## src/rtl/serial_uart_bridge_if.sv

```systemverilog
// serial_uart_bridge_if: processor-side bus of the buffered UART bridge.
// slave is the bridge side, master is the datapath side.
interface serial_uart_bridge_if;
  logic [7:0] tx_data_in;
  logic       tx_wren_in;
  logic       tx_ready_out;
  logic [7:0] rx_data_out;
  logic       rx_valid_out;
  logic       rx_rden_in;
  logic       err_clr_in;
  logic       rx_overrun_out;
  logic       rx_frame_err_out;

  modport slave (
    input  tx_data_in,
    input  tx_wren_in,
    output tx_ready_out,
    output rx_data_out,
    output rx_valid_out,
    input  rx_rden_in,
    input  err_clr_in,
    output rx_overrun_out,
    output rx_frame_err_out
  );

  modport master (
    output tx_data_in,
    output tx_wren_in,
    input  tx_ready_out,
    input  rx_data_out,
    input  rx_valid_out,
    output rx_rden_in,
    output err_clr_in,
    input  rx_overrun_out,
    input  rx_frame_err_out
  );
endinterface

```

## src/rtl/serial_uart_bridge.sv

```systemverilog
// serial_uart_bridge: FIFO-buffered UART endpoint for the data_memory serial port.
// Define SERIAL_PARITY_EN for 8E1 frames (even parity); default is 8N1.
module serial_uart_bridge #(
  parameter int CLKS_PER_BIT = 434,
  parameter int FIFO_DEPTH   = 8
) (
  input  logic clock,
  input  logic reset,
  serial_uart_bridge_if.slave bus,
  output logic uart_txd_out,
  input  logic uart_rxd_in
);
  localparam int AW = $clog2(FIFO_DEPTH);
  localparam int TW = $clog2(CLKS_PER_BIT);
  localparam logic [TW-1:0] T_LAST = TW'(CLKS_PER_BIT - 1);
  localparam logic [TW-1:0] T_HALF = TW'(CLKS_PER_BIT / 2 - 1);
  localparam logic [TW-1:0] T_ONE  = TW'(1);
  localparam logic [AW:0]   P_ONE  = (AW+1)'(1);
  localparam logic [AW:0]   P_MSB  = {1'b1, {AW{1'b0}}};

`ifdef SERIAL_PARITY_EN
  typedef enum logic [2:0] {
    ST_IDLE, ST_START, ST_DATA, ST_PAR, ST_STOP
  } uart_state_t;
`else
  typedef enum logic [2:0] {
    ST_IDLE, ST_START, ST_DATA, ST_STOP
  } uart_state_t;
`endif

  // TX FIFO
  logic [7:0]  tx_mem [FIFO_DEPTH];
  logic [AW:0] tx_wr;
  logic [AW:0] tx_rd;
  logic        tx_full;
  logic        tx_empty;
  logic        tx_push;
  logic        tx_pop;
  logic [7:0]  tx_head;

  uart_state_t tx_state;
  logic [TW-1:0] tx_timer;
  logic [2:0]  tx_bit;
  logic [7:0]  tx_shift;
  logic        tx_tick;
`ifdef SERIAL_PARITY_EN
  logic        tx_par;
`endif

  assign tx_empty = tx_wr == tx_rd;
  assign tx_full  = (tx_wr ^ tx_rd) == P_MSB;
  assign tx_push  = bus.tx_wren_in && !tx_full;
  assign tx_pop   = (tx_state == ST_IDLE) && !tx_empty;
  assign tx_head  = tx_mem[tx_rd[AW-1:0]];
  assign tx_tick  = tx_timer == T_LAST;
  assign bus.tx_ready_out = !tx_full;

  always_ff @(posedge clock) begin
    if (reset) begin
      tx_wr <= '0;
      tx_rd <= '0;
    end else begin
      if (tx_push) tx_wr <= tx_wr + P_ONE;
      if (tx_pop)  tx_rd <= tx_rd + P_ONE;
    end
  end

  always_ff @(posedge clock) begin
    if (tx_push) tx_mem[tx_wr[AW-1:0]] <= bus.tx_data_in;
  end

  // txd follows the state one cycle late, which gives the 2-edge start latency
  always_ff @(posedge clock) begin
    if (reset) begin
      tx_state     <= ST_IDLE;
      tx_timer     <= '0;
      tx_bit       <= '0;
      tx_shift     <= '0;
      uart_txd_out <= 1'b1;
`ifdef SERIAL_PARITY_EN
      tx_par       <= 1'b0;
`endif
    end else begin
      tx_timer <= tx_tick ? '0 : tx_timer + T_ONE;
      unique case (tx_state)
        ST_IDLE: begin
          uart_txd_out <= 1'b1;
          tx_timer     <= '0;
          if (!tx_empty) begin
            tx_shift <= tx_head;
`ifdef SERIAL_PARITY_EN
            tx_par   <= ^tx_head;
`endif
            tx_state <= ST_START;
          end
        end
        ST_START: begin
          uart_txd_out <= 1'b0;
          if (tx_tick) begin
            tx_bit   <= '0;
            tx_state <= ST_DATA;
          end
        end
        ST_DATA: begin
          uart_txd_out <= tx_shift[0];
          if (tx_tick) begin
            tx_shift <= {1'b0, tx_shift[7:1]};
            tx_bit   <= tx_bit + 3'd1;
            if (tx_bit == 3'd7) begin
`ifdef SERIAL_PARITY_EN
              tx_state <= ST_PAR;
`else
              tx_state <= ST_STOP;
`endif
            end
          end
        end
`ifdef SERIAL_PARITY_EN
        ST_PAR: begin
          uart_txd_out <= tx_par;
          if (tx_tick) tx_state <= ST_STOP;
        end
`endif
        ST_STOP: begin
          uart_txd_out <= 1'b1;
          if (tx_tick) tx_state <= ST_IDLE;
        end
        default: tx_state <= ST_IDLE;
      endcase
    end
  end

  // RX synchroniser and FSM
  logic rx_s1;
  logic rx_s2;

  always_ff @(posedge clock) begin
    if (reset) begin
      rx_s1 <= 1'b1;
      rx_s2 <= 1'b1;
    end else begin
      rx_s1 <= uart_rxd_in;
      rx_s2 <= rx_s1;
    end
  end

  uart_state_t rx_state;
  logic [TW-1:0] rx_timer;
  logic [2:0]  rx_bit;
  logic [7:0]  rx_shift;
  logic        rx_tick;
  logic        rx_done;
  logic        rx_good;
  logic        rx_push;
  logic        rx_ferr_ev;
`ifdef SERIAL_PARITY_EN
  logic        rx_par;
`endif

  assign rx_tick = rx_timer == T_LAST;
  assign rx_done = (rx_state == ST_STOP) && rx_tick;
`ifdef SERIAL_PARITY_EN
  assign rx_good = rx_s2 && !(^rx_shift ^ rx_par);
`else
  assign rx_good = rx_s2;
`endif
  assign rx_push    = rx_done && rx_good;
  assign rx_ferr_ev = rx_done && !rx_good;

  always_ff @(posedge clock) begin
    if (reset) begin
      rx_state <= ST_IDLE;
      rx_timer <= '0;
      rx_bit   <= '0;
      rx_shift <= '0;
`ifdef SERIAL_PARITY_EN
      rx_par   <= 1'b0;
`endif
    end else begin
      rx_timer <= rx_tick ? '0 : rx_timer + T_ONE;
      unique case (rx_state)
        ST_IDLE: begin
          rx_timer <= '0;
          if (!rx_s2) rx_state <= ST_START;
        end
        ST_START: begin
          if (rx_timer == T_HALF) begin
            rx_timer <= '0;
            rx_bit   <= '0;
            rx_state <= rx_s2 ? ST_IDLE : ST_DATA;
          end
        end
        ST_DATA: begin
          if (rx_tick) begin
            rx_shift <= {rx_s2, rx_shift[7:1]};
            rx_bit   <= rx_bit + 3'd1;
            if (rx_bit == 3'd7) begin
`ifdef SERIAL_PARITY_EN
              rx_state <= ST_PAR;
`else
              rx_state <= ST_STOP;
`endif
            end
          end
        end
`ifdef SERIAL_PARITY_EN
        ST_PAR: begin
          if (rx_tick) begin
            rx_par   <= rx_s2;
            rx_state <= ST_STOP;
          end
        end
`endif
        ST_STOP: begin
          if (rx_tick) rx_state <= ST_IDLE;
        end
        default: rx_state <= ST_IDLE;
      endcase
    end
  end

  // RX FIFO: a pop in the same cycle frees room for a push into a full FIFO
  logic [7:0]  rx_mem [FIFO_DEPTH];
  logic [AW:0] rx_wr;
  logic [AW:0] rx_rd;
  logic        rx_full;
  logic        rx_empty;
  logic        rx_pop;
  logic        rx_wen;
  logic        rx_ovr_ev;

  assign rx_empty  = rx_wr == rx_rd;
  assign rx_full   = (rx_wr ^ rx_rd) == P_MSB;
  assign rx_pop    = bus.rx_rden_in && !rx_empty;
  assign rx_wen    = rx_push && (!rx_full || rx_pop);
  assign rx_ovr_ev = rx_push && rx_full && !rx_pop;

  assign bus.rx_valid_out = !rx_empty;
  assign bus.rx_data_out  = rx_empty ? 8'h00 : rx_mem[rx_rd[AW-1:0]];

  always_ff @(posedge clock) begin
    if (reset) begin
      rx_wr <= '0;
      rx_rd <= '0;
    end else begin
      if (rx_wen) rx_wr <= rx_wr + P_ONE;
      if (rx_pop) rx_rd <= rx_rd + P_ONE;
    end
  end

  always_ff @(posedge clock) begin
    if (rx_wen) rx_mem[rx_wr[AW-1:0]] <= rx_shift;
  end

  // sticky flags; a new error wins over a simultaneous clear
  logic rx_ovr_q;
  logic rx_ferr_q;

  always_ff @(posedge clock) begin
    if (reset) begin
      rx_ovr_q  <= 1'b0;
      rx_ferr_q <= 1'b0;
    end else begin
      rx_ovr_q  <= (rx_ovr_q && !bus.err_clr_in) || rx_ovr_ev;
      rx_ferr_q <= (rx_ferr_q && !bus.err_clr_in) || rx_ferr_ev;
    end
  end

  assign bus.rx_overrun_out   = rx_ovr_q;
  assign bus.rx_frame_err_out = rx_ferr_q;
endmodule

```

## src/flat_wrapper.sv

```systemverilog
// flat-port wrapper written by rule: the top's interface ports become plain ports
module serial_uart_bridge_flat 
#(
  parameter int CLKS_PER_BIT = 434,
  parameter int FIFO_DEPTH   = 8
)
  (clock, reset, uart_txd_out, uart_rxd_in, bus_tx_data_in, bus_tx_wren_in, bus_tx_ready_out, bus_rx_data_out, bus_rx_valid_out, bus_rx_rden_in, bus_err_clr_in, bus_rx_overrun_out, bus_rx_frame_err_out);
  serial_uart_bridge_if bus_i ();
  input  logic clock;
  input  logic reset;
  output logic uart_txd_out;
  input  logic uart_rxd_in;
  input wire logic [$bits(bus_i.tx_data_in)-1:0] bus_tx_data_in;
  input wire logic [$bits(bus_i.tx_wren_in)-1:0] bus_tx_wren_in;
  output wire logic [$bits(bus_i.tx_ready_out)-1:0] bus_tx_ready_out;
  output wire logic [$bits(bus_i.rx_data_out)-1:0] bus_rx_data_out;
  output wire logic [$bits(bus_i.rx_valid_out)-1:0] bus_rx_valid_out;
  input wire logic [$bits(bus_i.rx_rden_in)-1:0] bus_rx_rden_in;
  input wire logic [$bits(bus_i.err_clr_in)-1:0] bus_err_clr_in;
  output wire logic [$bits(bus_i.rx_overrun_out)-1:0] bus_rx_overrun_out;
  output wire logic [$bits(bus_i.rx_frame_err_out)-1:0] bus_rx_frame_err_out;
  assign bus_i.tx_data_in = bus_tx_data_in;
  assign bus_i.tx_wren_in = bus_tx_wren_in;
  assign bus_tx_ready_out = bus_i.tx_ready_out;
  assign bus_rx_data_out = bus_i.rx_data_out;
  assign bus_rx_valid_out = bus_i.rx_valid_out;
  assign bus_i.rx_rden_in = bus_rx_rden_in;
  assign bus_i.err_clr_in = bus_err_clr_in;
  assign bus_rx_overrun_out = bus_i.rx_overrun_out;
  assign bus_rx_frame_err_out = bus_i.rx_frame_err_out;
  serial_uart_bridge #(.CLKS_PER_BIT(CLKS_PER_BIT), .FIFO_DEPTH(FIFO_DEPTH)) u_core (.clock(clock), .reset(reset), .bus(bus_i), .uart_txd_out(uart_txd_out), .uart_rxd_in(uart_rxd_in));
endmodule
```

## config.mk

```make
export PLATFORM = sky130hd
export DESIGN_NAME = serial_uart_bridge_flat
export DESIGN_NICKNAME = d
export VERILOG_FILES = /design/src/rtl/serial_uart_bridge_if.sv /design/src/rtl/serial_uart_bridge.sv /design/src/flat_wrapper.sv
export SDC_FILE = /design/constraint.sdc
export NUM_CORES = 1
export LEC_CHECK = 0
export BUFFER_PORTS_ARGS = -buffer_cell sky130_fd_sc_hd__clkbuf_2
export CAP_MARGIN = 20
export CELL_PAD_IN_SITES_DETAIL_PLACEMENT = 0
export CELL_PAD_IN_SITES_GLOBAL_PLACEMENT = 1
export CORE_UTILIZATION = 45
export DETAILED_ROUTE_END_ITERATION = 10
export PLACE_DENSITY_LB_ADDON = 0.1
export SKIP_CTS_REPAIR_TIMING = 1
export SYNTH_ARGS = -nofsm -noshare
export SYNTH_HDL_FRONTEND = slang
export SYNTH_SLANG_ARGS = --single-unit
```

## constraint.sdc

```tcl
create_clock -name clock -period 5.5 [get_ports clock]
set_clock_uncertainty 0.05 [all_clocks]
set_input_delay 0.825 -clock clock [delete_from_list [all_inputs] [get_ports clock]]
set_output_delay 0.825 -clock clock [all_outputs]
set_load 0.1 [all_outputs]
```

Yosys cells after proc, flatten, opt, wreduce, memory -nomap -nowiden
Memories as Yosys holds them, arrays and structs flattened. A register that Yosys moved wholly into a read port is not among the register bits.
Cells that the tools add are included.

cells by class
  add/sub/neg operators = 8
  equality and inequality tests = 25
  mux-type cells = 34
  bitwise operators = 2
  reductions and logical operators = 35

operators with widths
  operator               number
  $mux W3                17
  $mux W8                3
  $pmux W3 S4            2
  $add A9 B1 Y9 const B  2
  $eq A9 B9 Y1 const B   2
  $mux W9                2
  $pmux W9 S2            1
  $add A4 B1 Y4 const B  4
  $ne A2 B1 Y1 const B   8
  $pmux W8 S2            1
  $eq A3 B2 Y1 const B   4
  $pmux W3 S2            2
  $logic_and A1 B1 Y1    11
  $reduce_and A5 Y1      2
  $eq A9 B8 Y1 const B   1
  $reduce_and A3 Y1      3
  $eq A4 B4 Y1           2
  $eq A4 B4 Y1 const B   2
  $xor A4 B4 Y4          2
  $logic_not A1 Y1       7
  $add A3 B1 Y3 const B  2
  $eq A3 B1 Y1 const B   2
  $eq A3 B3 Y1 const B   2
  $logic_not A3 Y1       2
  other kinds (10)       18

word-level totals
  register bits = 67
  bits in writable memories = 128
  bits of input ports = 14
  output and inout port bits = 13
  memories = 2

memories
  memory         words  bits a word  rd ports  clocked after memory_dff  wr ports  line                       source
  u_core.rx_mem  8      8            1         1                         1         serial_uart_bridge.sv:223  logic [7:0] rx_mem [FIFO_DEPTH];
  u_core.tx_mem  8      8            1         1                         1         serial_uart_bridge.sv:32   logic [7:0] tx_mem [FIFO_DEPTH];

Logic depth before layout (Yosys ltp)
  depth after elaboration = 7
  gate-level depth with buffers = 9

Worst setup path before layout
OpenSTA, ideal clock, no wires.

  path kind = reg-to-output
  start point = register (tool-made name)
  end point = output port bus_rx_data_out[5]
  arrival = 2.465 ns
  setup slack = 2.160 ns
  cell stages (with the launch flop) = 6
  cell sequence = dfxtp_1 buf_1 clkbuf_1 mux4_2 mux2i_1 nor2_1

RTL lines
  element    line                source
  to (decl)  flat_wrapper.sv:16  output wire logic [$bits(bus_i.rx_data_out)-1:0] bus_rx_data_out;

Final worst setup path
  start point = register u_core.rx_wr[0]
  end point = output port bus_rx_valid_out

on the way
  longest elaborated chain between the ends = 2

ends and longest elaborated chain
  element                 line                       source
  from (decl)             serial_uart_bridge.sv:224  logic [AW:0] rx_wr;
  from (signal assigned)  serial_uart_bridge.sv:246  if (rx_wen) rx_wr <= rx_wr + P_ONE;
  $eq A4 B4 Y1            serial_uart_bridge.sv:232  assign rx_empty = rx_wr == rx_rd;
  $logic_not A1 Y1        serial_uart_bridge.sv:238  assign bus.rx_valid_out = !rx_empty;
  to (decl)               flat_wrapper.sv:17         output wire logic [$bits(bus_i.rx_valid_out)-1:0] bus_rx_valid_out;

Every way passes these cells.

==> metrics.yaml <==
outcome:
  status: "finished, final reports clean"
finish:
  postLayoutCoreUtil: 0.512
  instances_no_fill: 851
  design_area_sq_um: 9200
  nets: 644
  area_growth_pct: 11.8
  antenna_cells: 0
  layout_commonest_cell: "edfxtp_1"
  final_cell_mix: "edfxtp_1, dfxtp_1, nor2_1"
  drive_above_1_share: 0.188
clocking:
  h-tree-depth: 4
  cts_tree: "done"
  path_clk_slew_ps: 70
  clockBufferDepth: 2
  cts_root_buf: "clkbuf_16"
  insertion_delay_ps: 430
  cts_made_buffers: 17
  clock-sinks: 199
floorplan:
  die_area_sq_um: 18800
  dieWidth_um: 137
  die_h_um: 137
  num_rows: 49
  coreArea_sq_um: 18000
  start_util: 0.458
  io_pins: 27
logic_synthesis:
  synth_edf_count: 128
  syn_nets: 618
  synth-main-ff-cell: "edfxtp_1"
  netlist-cell-type-count: 57
  synth-seq-cells: 199
  syn_area_per_cell_sq_um: 14.1
  syn_inst: 583
  netlist_area_sq_um: 8230
  synthArstFlopShare: 0
  seq_area_frac_synth: 0.639
  ys_warn_count: 0
worst_setup_path:
  path_cells: "xnor2_1 > nand3_1 > nor2b_1 > inv_1 > clkbuf_2"
  regToRegEndpoint: "u_core.rx_mem[5][2]"
  end_kind: "output port"
  cp_max_fo: 11
  cp_data_arrival_time_ps: 2500
  startpoint_type: "flop"
  worstSetupPathType: "reg -> out"
  slowest_delay_ps: 620
  ff2ff_path_depth: 7
  crit_slowest_cell: "nor2b_1"
  r2r_start: "u_core.rx_timer[1]"
  crit_required_ps: 4620
  reg2reg_slack_ps: 2660
timing:
  finalMaxSlewViolations: 0
  final-hold-violation-count: 0
  whs_ps: 359
  rsz0062_at_grt: "no"
  worstMarginPinSlew_ps: 1080
  setup_violations: 0
  slew_headroom: 0.277
  finalCriticalPeriod_ps: 3370
  setup_tns_ps: 0
  timing.fmax_mhz: 297
  setup_slack_ps: 2130
  period_share: 0.613
grt:
  grt_pass1_wl_um: 23900
  grt_max_degree: 63
  first_global_vias: 4548
  grt_usage: 0.173
  grt_overflow: 0
  antenna_found_initial: 0
worst_hold_path:
  whs_endpoint: "u_core.rx_good"
  min_path_cells: 1
  hold_path.class: "reg -> reg"
  hp-start: "u_core.rx_s1"
power_and_ir_drop:
  leakagePower_nw: 3.14
  peakVddDrop_uv: 222
  power_density_nw_per_um2: 377
  power_mw: 3.47
routing:
  wirelength_um: 14700
  drc: 0
  initialDrtViolationCount: 239
  vias: 4502
  wl_per_cell_um: 17.2
  drtAntennaViolNets: 0
  dr.pass1.iters: 5
  via_per_inst: 5.29
placed_design:
  dpl_cell_area_sq_um: 8580
  gp_congestion: 0.766
  dp_cells: 818
  port_buffers: 26
  pre_cts_ws_ps: 2280
  dpl.hpwl_um: 9810
job:
  drv_cap: 0
==> routing by layer <==
layer  share of wire  global-route usage  vias to the layer above
li1                -                   -                     2209
met1            0.45               0.214                     2237
met2            0.52               0.298                       51
met3           0.027              0.0467                        5
met4          0.0062              0.0440                        0
met5               0                   0                        -
==> state kept, by name, indices dropped and copies added (netlist names), 2 cells and up, named ones only <==
name	cells
u_core.rx_bit	3
u_core.rx_mem	64
u_core.rx_rd	4
u_core.rx_shift	8
u_core.rx_state	2
u_core.rx_timer	9
u_core.rx_wr	4
u_core.tx_bit	3
u_core.tx_mem	64
u_core.tx_rd	4
u_core.tx_shift	8
u_core.tx_state	2
u_core.tx_timer	9
u_core.tx_wr	4
==> layout make-up <==
class                           count  area (sq um)
Sequential cell                   199          5270
Multi-Input combinational cell    334          2750
Clock buffer                       20           437
Clock inverter                     12           169
Inverter                           20          75.1
Tap cell                          229           287
Timing Repair Buffer               37           220
Fill cell                        1525          8760
==> how the worst max path moves through the flow <==
stage,from,endpoint,cells past startpoint
floorplan,flop,bus_rx_data_out[5],5
global placement,flop,bus_rx_data_out[2],4
detailed placement,flop,bus_rx_data_out[3],4
CTS,flop,bus_rx_data_out[3],4
global route,u_core.rx_wr[0],bus_rx_valid_out,5
finish,u_core.rx_wr[0],bus_rx_valid_out,5
==> power by group <==
| part | internal, mW | switching [mW] |
|---|---|---|
| clock network | 0.726 | 0.543 |
| logic | 0.212 | 0.297 |
| registers | 1.64 | 0.0543 |
==> synthesized netlist by cell type (3+ instances only) <==
| library cell | count | area (sq um) |
|---|---|---|
| mux4_2 | 32 | 721 |
| or3_1 | 6 | 37.5 |
| nor3b_1 | 5 | 37.5 |
| clkbuf_1 | 16 | 60.1 |
| nor3_1 | 6 | 30.0 |
| xor2_1 | 17 | 149 |
| a22oi_1 | 3 | 22.5 |
| nand2_1 | 25 | 93.8 |
| nor2_1 | 67 | 251 |
| xnor2_1 | 12 | 105 |
| nand4_1 | 5 | 31.3 |
| o21ai_0 | 4 | 20.0 |
| buf_2 | 8 | 40.0 |
| or2_2 | 5 | 31.3 |
| or4_1 | 3 | 22.5 |
| mux2i_1 | 14 | 140 |
| inv_1 | 19 | 71.3 |
| dfxtp_1 | 71 | 1420 |
| a211oi_1 | 7 | 52.6 |
| ha_1 | 21 | 263 |
| nand3b_1 | 8 | 60.1 |
| nand3_1 | 22 | 110 |
| a21oi_1 | 19 | 95.1 |
| o41ai_1 | 9 | 78.8 |
| nor2b_1 | 10 | 62.6 |
| nand2b_1 | 6 | 37.5 |
| edfxtp_1 | 128 | 3840 |
==> critical path, delay by kind of cell, from the launching register on <==
family / cells / cell delay (ps)
AND/OR/NAND/NOR: 2 / 750
buffers and inverters: 2 / 610
XOR/XNOR: 1 / 160
flip-flops: 1 / 550
==> logic make-up (layout without fill, tap and decap cells) <==
logic type / after synthesis / after routing / share of synthesized area
flip-flops: 199 / 199 / 0.639
AND/OR/NAND/NOR: 181 / 181 / 0.115
AO/OA/AOI/OAI: 56 / 56 / 0.0501
buffers and inverters: 50 / 89 / 0.0264
multiplexers: 47 / 47 / 0.106
XOR/XNOR: 29 / 29 / 0.0308
adder cells (fa/ha/maj): 21 / 21 / 0.0319
(Power assumes the default switching activity.)
